<file path="src/rtl/svm_pkg.sv">
// -----------------------------------------------------------------------------
// svm_pkg
// Shared definitions for the SVM kernel datapath: default widths, saturation
// limits for the 32-bit result and the accumulator controller state encoding.
// -----------------------------------------------------------------------------
package svm_pkg;

  localparam int PROD_WIDTH_D = 32;
  localparam int LEN_WIDTH_D  = 8;
  localparam int ACC_WIDTH_D  = PROD_WIDTH_D + LEN_WIDTH_D;
  localparam int OUT_WIDTH_D  = 32;

  localparam logic [31:0] SAT_MAX = 32'h7FFF_FFFF;
  localparam logic [31:0] SAT_MIN = 32'h8000_0000;

  typedef enum logic [1:0] {
    ST_IDLE = 2'd0,
    ST_WAIT = 2'd1,
    ST_ACC  = 2'd2,
    ST_DONE = 2'd3
  } state_t;

endpackage

</file>
<file path="src/rtl/svm_sat_trunc.sv">
// -----------------------------------------------------------------------------
// svm_sat_trunc
// Combinational narrowing of a signed accumulator to a signed result with
// saturation toward the most positive / most negative representable value.
//
// Ports:
//   i_acc  in  ACC_WIDTH  signed (two's complement) accumulator value
//   o_res  out OUT_WIDTH  saturated / truncated result
//   o_ovf  out 1          high when the input did not fit and was clamped
// -----------------------------------------------------------------------------
module svm_sat_trunc
  import svm_pkg::*;
#(
  parameter int ACC_WIDTH = ACC_WIDTH_D,
  parameter int OUT_WIDTH = OUT_WIDTH_D
) (
  input  logic [ACC_WIDTH-1:0] i_acc,
  output logic [OUT_WIDTH-1:0] o_res,
  output logic                 o_ovf
);

  localparam logic [OUT_WIDTH-1:0] W_MAX = {1'b0, {(OUT_WIDTH-1){1'b1}}};
  localparam logic [OUT_WIDTH-1:0] W_MIN = {1'b1, {(OUT_WIDTH-1){1'b0}}};

  // Returns {overflow, result}. The value fits exactly when every bit from the
  // result's sign bit upward is a copy of the same value.
  function automatic logic [OUT_WIDTH:0] sat_trunc(input logic [ACC_WIDTH-1:0] v);
    logic [ACC_WIDTH-OUT_WIDTH:0] hi;
    hi = v[ACC_WIDTH-1:OUT_WIDTH-1];
    if ((&hi) || (~|hi)) begin
      return {1'b0, v[OUT_WIDTH-1:0]};
    end else if (v[ACC_WIDTH-1]) begin
      return {1'b1, W_MIN};
    end else begin
      return {1'b1, W_MAX};
    end
  endfunction

  logic [OUT_WIDTH:0] w_sat;

  assign w_sat = sat_trunc(i_acc);
  assign o_ovf = w_sat[OUT_WIDTH];
  assign o_res = w_sat[OUT_WIDTH-1:0];

endmodule

</file>
<file path="src/rtl/svm_dot_acc.sv">
// -----------------------------------------------------------------------------
// svm_dot_acc
// Accumulates a vector of signed Q.16 products from the multiplier stage into
// one saturated dot-product value. A job starts on start (level, re-armed only
// after start drops), samples a product whenever start=1 and prod_busy=0,
// and finishes after vec_len samples with a one-cycle acc_done pulse.
//
// Ports:
//   clk        in   1           clock
//   rst_n      in   1           asynchronous active-low reset
//   start      in   1           level job enable (shared with multiplier start)
//   vec_len    in   LEN_WIDTH   number of products, latched at job start
//   prod_in    in   PROD_WIDTH  signed product from the multiplier
//   prod_busy  in   1           multiplier busy; product valid when low
//   acc_out    out  OUT_WIDTH   saturated result, held until next completion
//   acc_done   out  1           one-cycle pulse when acc_out updates
//   acc_busy   out  1           high while a job is collecting products
//   acc_ovf    out  1           saturation flag, valid with acc_done
// -----------------------------------------------------------------------------
module svm_dot_acc
  import svm_pkg::*;
#(
  parameter int PROD_WIDTH = PROD_WIDTH_D,
  parameter int LEN_WIDTH  = LEN_WIDTH_D,
  parameter int ACC_WIDTH  = ACC_WIDTH_D,
  parameter int OUT_WIDTH  = OUT_WIDTH_D
) (
  input  logic                  clk,
  input  logic                  rst_n,
  input  logic                  start,
  input  logic [LEN_WIDTH-1:0]  vec_len,
  input  logic [PROD_WIDTH-1:0] prod_in,
  input  logic                  prod_busy,
  output logic [OUT_WIDTH-1:0]  acc_out,
  output logic                  acc_done,
  output logic                  acc_busy,
  output logic                  acc_ovf
);

  state_t                       r_state;
  state_t                       w_state_nxt;
  logic signed [ACC_WIDTH-1:0]  r_acc;
  logic [LEN_WIDTH-1:0]         r_cnt;
  logic [LEN_WIDTH-1:0]         r_len;
  logic                         r_armed;
  logic [OUT_WIDTH-1:0]         r_acc_out;
  logic                         r_done;
  logic                         r_ovf;

  logic                         w_valid;
  logic                         w_last;
  logic                         w_job_start;
  logic                         w_take;
  logic                         w_abort;
  logic signed [ACC_WIDTH-1:0]  w_prod_ext;
  logic [OUT_WIDTH-1:0]         w_sat_res;
  logic                         w_sat_ovf;

  assign w_valid    = start & ~prod_busy;
  assign w_last     = (r_cnt == (r_len - LEN_WIDTH'(1)));
  assign w_prod_ext = ACC_WIDTH'($signed(prod_in));

  svm_sat_trunc #(
    .ACC_WIDTH (ACC_WIDTH),
    .OUT_WIDTH (OUT_WIDTH)
  ) u_sat (
    .i_acc (r_acc),
    .o_res (w_sat_res),
    .o_ovf (w_sat_ovf)
  );

  always_ff @(posedge clk or negedge rst_n) begin
    if (!rst_n) begin
      r_state <= ST_IDLE;
    end else begin
      r_state <= w_state_nxt;
    end
  end

  // WAIT and ACC share the sampling rule; WAIT only marks "no sample yet".
  always_comb begin
    w_state_nxt = r_state;
    w_job_start = 1'b0;
    w_take      = 1'b0;
    w_abort     = 1'b0;
    case (r_state)
      ST_IDLE: begin
        if (r_armed && start) begin
          w_job_start = 1'b1;
          w_state_nxt = (vec_len == '0) ? ST_DONE : ST_WAIT;
        end
      end
      ST_WAIT, ST_ACC: begin
        if (!start) begin
          w_abort     = 1'b1;
          w_state_nxt = ST_IDLE;
        end else if (w_valid) begin
          w_take      = 1'b1;
          w_state_nxt = w_last ? ST_DONE : ST_ACC;
        end
      end
      ST_DONE: begin
        w_state_nxt = ST_IDLE;
      end
      default: begin
        w_state_nxt = ST_IDLE;
      end
    endcase
  end

  always_ff @(posedge clk or negedge rst_n) begin
    if (!rst_n) begin
      r_acc     <= '0;
      r_cnt     <= '0;
      r_len     <= '0;
      r_armed   <= 1'b1;
      r_acc_out <= '0;
      r_done    <= 1'b0;
      r_ovf     <= 1'b0;
    end else begin
      r_done <= 1'b0;

      if (w_job_start) begin
        r_len   <= vec_len;
        r_acc   <= '0;
        r_cnt   <= '0;
        r_ovf   <= 1'b0;
        r_armed <= 1'b0;
      end else if ((r_state == ST_IDLE) && !start) begin
        r_armed <= 1'b1;
      end

      if (w_abort) begin
        r_armed <= 1'b1;
      end

      if (w_take) begin
        r_acc <= r_acc + w_prod_ext;
        r_cnt <= r_cnt + LEN_WIDTH'(1);
      end

      // Result and flag are published together; armed stays low so a held
      // start cannot launch a second job.
      if (r_state == ST_DONE) begin
        r_acc_out <= w_sat_res;
        r_ovf     <= w_sat_ovf;
        r_done    <= 1'b1;
      end
    end
  end

  assign acc_out  = r_acc_out;
  assign acc_done = r_done;
  assign acc_ovf  = r_ovf;
  assign acc_busy = (r_state == ST_WAIT) || (r_state == ST_ACC);

endmodule

</file>
<file path="config.mk">
export PLATFORM = sky130hd
export DESIGN_NAME = svm_dot_acc
export DESIGN_NICKNAME = d
export VERILOG_FILES = /design/src/rtl/svm_pkg.sv /design/src/rtl/svm_sat_trunc.sv /design/src/rtl/svm_dot_acc.sv
export SDC_FILE = /design/constraint.sdc
export NUM_CORES = 1
export LEC_CHECK = 0
export BUFFER_PORTS_ARGS = -buffer_cell sky130_fd_sc_hd__buf_2
export CAP_MARGIN = 20
export CORE_MARGIN = 5
export CORE_UTILIZATION = 53
export DETAILED_ROUTE_END_ITERATION = 8
export PLACE_DENSITY = 0.78
export SETUP_SLACK_MARGIN = 0.2
export SLEW_MARGIN = 20
export SYNTH_ARGS = -nofsm -noshare
export SYNTH_HDL_FRONTEND = slang
export SYNTH_SLANG_ARGS = --single-unit
</file>
<file path="constraint.sdc">
create_clock -name clk -period 2.5 [get_ports clk]
set_input_delay 0.625 -clock clk [delete_from_list [all_inputs] [get_ports clk]]
set_output_delay 0.625 -clock clk [all_outputs]
set_load 0.005 [all_outputs]
</file>
Word level (Yosys, flattened, before mapping)

Cells that the tools add are included.
Widths: inputs -> output; s select.

$add $sub $neg: 3
Multipliers: 0
Divide/modulo/power cells: 0
Order comparisons: 0
Equal/unequal tests: 6
Shifts and indexed selects: 0
Mux-type cells: 25
Bitwise gates (word level): 2
Reduce and logical (&&, ||, !) cells: 15

Operators with widths:

| operator            | count |
|---|---|
| $mux 40             | 2 |
| $add 40x32->40      | 1 |
| $mux 33             | 1 |
| $mux 32             | 1 |
| $mux 8              | 2 |
| $mux 1              | 14 |
| $reduce_and 9->1    | 1 |
| $reduce_or 9->1     | 1 |
| $add 8x1->8 const B | 1 |
| $eq 8x8->1          | 1 |
| $logic_not 8->1     | 1 |
| $mux 2              | 4 |
| $sub 8x1->8 const B | 1 |
| $pmux 2 s3          | 1 |
| $eq 2x2->1 const B  | 2 |
| $reduce_bool 2->1   | 2 |
| $ne 3x3->1 const B  | 1 |
| $reduce_bool 3->1   | 1 |
| $eq 2x1->1 const B  | 1 |
| $logic_and 1x1->1   | 2 |
| $logic_not 1->1     | 2 |
| $logic_not 2->1     | 1 |
| $logic_or 1x1->1    | 2 |
| $ne 2x2->1 const B  | 1 |
| other kinds (4)     | 4 |

Register bits after elaboration: 93
Latch bits: 0
RAM bits: 0
Memory bits (read-only): 0
Input port bits: 44
Output and inout port bits: 35
Logic and storage cells: 59
Memories: 0

Longest topological paths before layout

Depth after elaboration: 6
Gate-level depth with buffers: 11
Mapped depth without buffers: 11

Cells and area by module

A second synthesis with hierarchy kept.

Cell total of the unflattened synthesis: 673
Area, all modules: 6,354.8 um2

Modules (own cells, without submodules):

| module        | times used | cells an instance | area each (um2) | seq. area each (um2) |
|---|---|---|---|---|
| svm_dot_acc   | 1          | 588               | 5,779.3         | 2,328.5 |
| svm_sat_trunc | 1          | 85                | 575.6           | 0.0 |

Least setup slack after synthesis

OpenSTA, ideal clock, no wires.

Path type: in2reg
Start: input prod_in[0]
End: register r_acc[36]
Setup time: 129 ps
Arrival: 2,831 ps
Data required time: 2,371 ps
Setup slack: -460 ps
Stages on the path: 11
Cell sequence: ha_1 -> fa_1 -> a21oi_1 -> nor2_1 -> o311ai_2 -> a31oi_2 -> and2b_1 -> a31o_1 -> a211o_1 -> xnor2_1 -> o21ai_1

Cells in the longest elaborated chain, start to end: 2

RTL lines:

| element                | RTL line           | RTL |
|---|---|---|
| start: declaration     | svm_dot_acc.sv:32  | `input logic [PROD_WIDTH-1:0] prod_in,` |
| $add 40x32->40         | svm_dot_acc.sv:138 | `r_acc <= r_acc + w_prod_ext;` |
| $mux 40                | svm_dot_acc.sv:137 | `if (w_take) begin` |
| end signal: assignment | svm_dot_acc.sv:138 |  |
| end: declaration       | svm_dot_acc.sv:42  | `logic signed [ACC_WIDTH-1:0] r_acc;` |

Every way passes these cells.
A chain may end at the register's enable or synchronous reset.

Worst setup path in the final report

Start: register r_acc[0]
End: register r_acc[24]

Cells in the longest elaborated chain, start to end: 2

RTL lines:

| element        | RTL line |
|---|---|
| $add 40x32->40 | svm_dot_acc.sv:138 |
| $mux 40        | svm_dot_acc.sv:137 |

Every way passes these cells.

==> results.toml <==
[power_and_ir_drop]
powerDensity_nw_per_um2 = 1400
seq_power_share_pct = 23.0
leakagePower_nw = 4.02
p_switching_mw = 5.32
pwr-share-comb_pct = 64.6
ir_drop_uv = 752
p_int_mw = 6.83
clockPowerShare_pct = 12.4
p_sw_share_pct = 43.8

[drt]
drt-vias-per-instance = 6.21
dr_wl_met2_um = 10300
drt_first_pass_iters = 6
avgRoutedWirePerCell_um = 19.7
top_layer_used = "met4"
wl_met1_um = 7900
wl_met3_um = 1710
drt_first_iter_violations = 768
drtAntennaViolNets = 0
drc = 0
via_count = 6629
totalWireLength_um = 21100

[finish]
seq_area_sq_um = 2330
post-route-util_pct = 77.1
n_fill_cell = 657
n_antenna_cell = 0
num-nets-final = 1007
multi_input_area_sq_um = 4120
final_cell_area_sq_um = 8690
area_delta_synth_final_pct = 44.5
drive_gt1_share_pct = 36.7

[logic_synthesis]
ys_seq_elements = 93
synth_seq_area_share_pct = 38.7
ys_top_cells_by_area = "dfrtp_1 (38%), ha_1 (8.9%), a21oi_1 (8.6%)"
yosysMostFrequentCell = "a21oi_1"
yosys.area.top_type = "dfrtp_1"
synthArstFlopShare_pct = 100
syn_nets = 787
yosys_warnings = 0
syn_avg_cell_area_sq_um = 8.60
syn_inst = 699
synth_edf_count = 0
yosysUniqueCellTypes = 60
synth_top_area_share_pct = 38.3
synth_flop_cell = "dfrtp_1"
netlist_area_sq_um = 6010
synth_commonest_cells = "a21oi_1 (103), dfrtp_1 (92), nand2_1 (85)"

[sta]
fin_crit_ns = 2.86
slew_violations = 0
clock.fmax_mhz = 349
rsz0062_at_grt = "true"
tightest_slew_ns = 0.848
hold_viol = 0
finalClockSkew_ns = 0.0120
timing.final.crit_share_pct = 114
fin_ws_ns = -0.362
setup_viol = 19
relSlewSlack_pct = 43.5

[global_route]
grt.overflow.total = 0
grt_pass1_wl_um = 30500
grt_pass1_vias = 6373
grtUsageTotal_pct = 28.2
grt_max_degree = 60
antenna_found_initial = 0

[setup_path]
crit_path_end_kind = "flip-flop"
slowest_stage = "dfrtp_1"
crit_arrival_ns = 3.08
worst-path-max-fanout = 3
path_cells = "ha_4 -> fa_2 -> a21oi_4 -> nor2_4 -> o311ai_4 -> a31oi_2 -> and2b_2 -> buf_4 -> buf_6 -> a21oi_4 -> o21bai_1 -> xnor2_1 -> o21ai_1"
slowest_delay_ns = 0.41
required_ns = 2.72
cp_common_cell = "a21oi_4"
start_kind = "flip-flop"
worst-setup-path-type = "flip-flop to flip-flop"

[place]
dp_hpwl_um = 12900
placed_area_sq_um = 7730
routabilityCongestion = 0.900
port-buffer-count = 78

[status]
status = "complete, but fails checks"
violations = "setup timing"

[floorplan]
die_area_sq_um = 13600
initial_utilization_pct = 53.4
fp.dieH_um = 117
ios = 79
die_x_um = 117
coreArea_sq_um = 11300
rows = 39

[cts]
cts_sinks = 93
clock_path_buffers = 2
cts_made_buffers = 9
cts_tree = "done"
clkTransAtPathRegs_ns = 0.07
htreeDepth = 3
holdBufCountCts = 0
insertion_delay_ns = 0.35
clockRootBuffer = "clkbuf_16"

[min_path]
worstHoldPathType = "primary input to async pin"

[job]
maxCapViolCount = 0
worst max-delay path: cells and delay by family (launching register included):
family / cells / cell delay, ns
AOI/OAI and AO/OA: 6 / 0.97
adders and majority gates: 2 / 0.54
DFF: 1 / 0.41
and+or+nand+nor: 2 / 0.32
buffers and inverters: 2 / 0.28
xor gates and xnor gates: 1 / 0.23
per-layer routing:
metal,track usage [%],vias up
li1,-,2954
met1,34.6,3157
met2,48.7,401
met3,4.66,117
met4,12.9,0
met5,0,-
power by group through the flow:
| stage | sequential, mW | clock, mW | combinational [mW] |
|---|---|---|---|
| final | 2.79 | 1.51 | 7.85 |
| after global routing | 2.86 | 1.59 | 8.45 |
| after global placement | 2.70 | 0 | 6.29 |
| after detailed placement | 2.74 | 0 | 6.57 |
| after CTS | 2.74 | 1.52 | 7.02 |
| after floorplan | 2.70 | 0 | 3.80 |
stage by stage:
step	setup WS (ns)	std cells	TNS, ns	hold WS, ns	power [mW]
3_5_place_dp	-0.562	1032	-9.45	0.482	9.31
5_1_grt	-0.436	1067	-5.47	0.230	12.9
4_1_cts	-0.225	1056	-1.52	0.214	11.3
6_report	-0.362	1067	-3.67	0.201	12.1
3_3_place_gp	-0.494	1032	-8.00	0.474	8.99
2_1_floorplan	-0.280	699	-1.31	0.329	6.50
placed cells by master, fill, tap and decap left out, types with 7 or more instances in the layout:
cell and n:
clkbuf_16 9, o21ai_1 23, nand2_1 82, o21a_1 7, mux2_2 9, dfrtp_1 92, buf_6 14, buf_4 146
ha_1 27, nor2_1 61, xnor2_1 21, buf_2 76, xor2_1 21, nand3_1 19, ha_4 14, a21o_1 14
o21ai_0 39, inv_1 13, and3_1 7, a21oi_1 94
final cells by class:
class | instances | share of cell area [%]
sequential | 93 | 26.8
inverter | 13 | 0.562
clock inverter | 7 | 1.14
multi-input combinational | 563 | 47.4
tap | 143 | 2.06
clock buffer | 9 | 2.59
timing repair buffer | 239 | 19.5
repair_timing:
item | 4_1_cts | 5_1_grt
resized for setup | 55 | 52
setup endpoints to repair | 24 | 36
pin swaps | 21 | 29
buffers inserted | 8 | 11
gates cloned | 0 | 0
worst paths after layout:
path	from	endpoint	slack, ns	cells past startpoint
max	r_acc[0]	r_acc[24]	-0.36	13
min	rst_n	r_len[6]	0.20	1
max reg2reg	r_acc[0]	r_acc[24]	-0.36	13
min reg2reg	r_armed	r_armed	0.49	2
max in group asynchronous	rst_n	r_acc[18]	1.61	2
min in group clk	start	r_armed	0.47	2
cell families (layout without fill, tap and decap cells):
group                    after synthesis  count (layout)  synth area share (%)
XOR/XNOR                              46              46                  6.70
multiplexers                          13              13                  2.35
flip-flops                            93              93                  38.7
adder cells (fa/ha/maj)               44              44                  9.28
AO/OA/AOI/OAI                        242             242                  24.0
AND/OR/NAND/NOR                      218             218                  16.2
buffers and inverters                 43             268                  2.77
state kept, by name (all words and copies together) (netlist names):
| name | cells |
|---|---|
| acc_done | 1 |
| acc_out | 32 |
| acc_ovf | 1 |
| r_acc | 40 |
| r_armed | 1 |
| r_cnt | 8 |
| r_len | 8 |
| r_state | 2 |
Power figures use the tool's default switching activity.
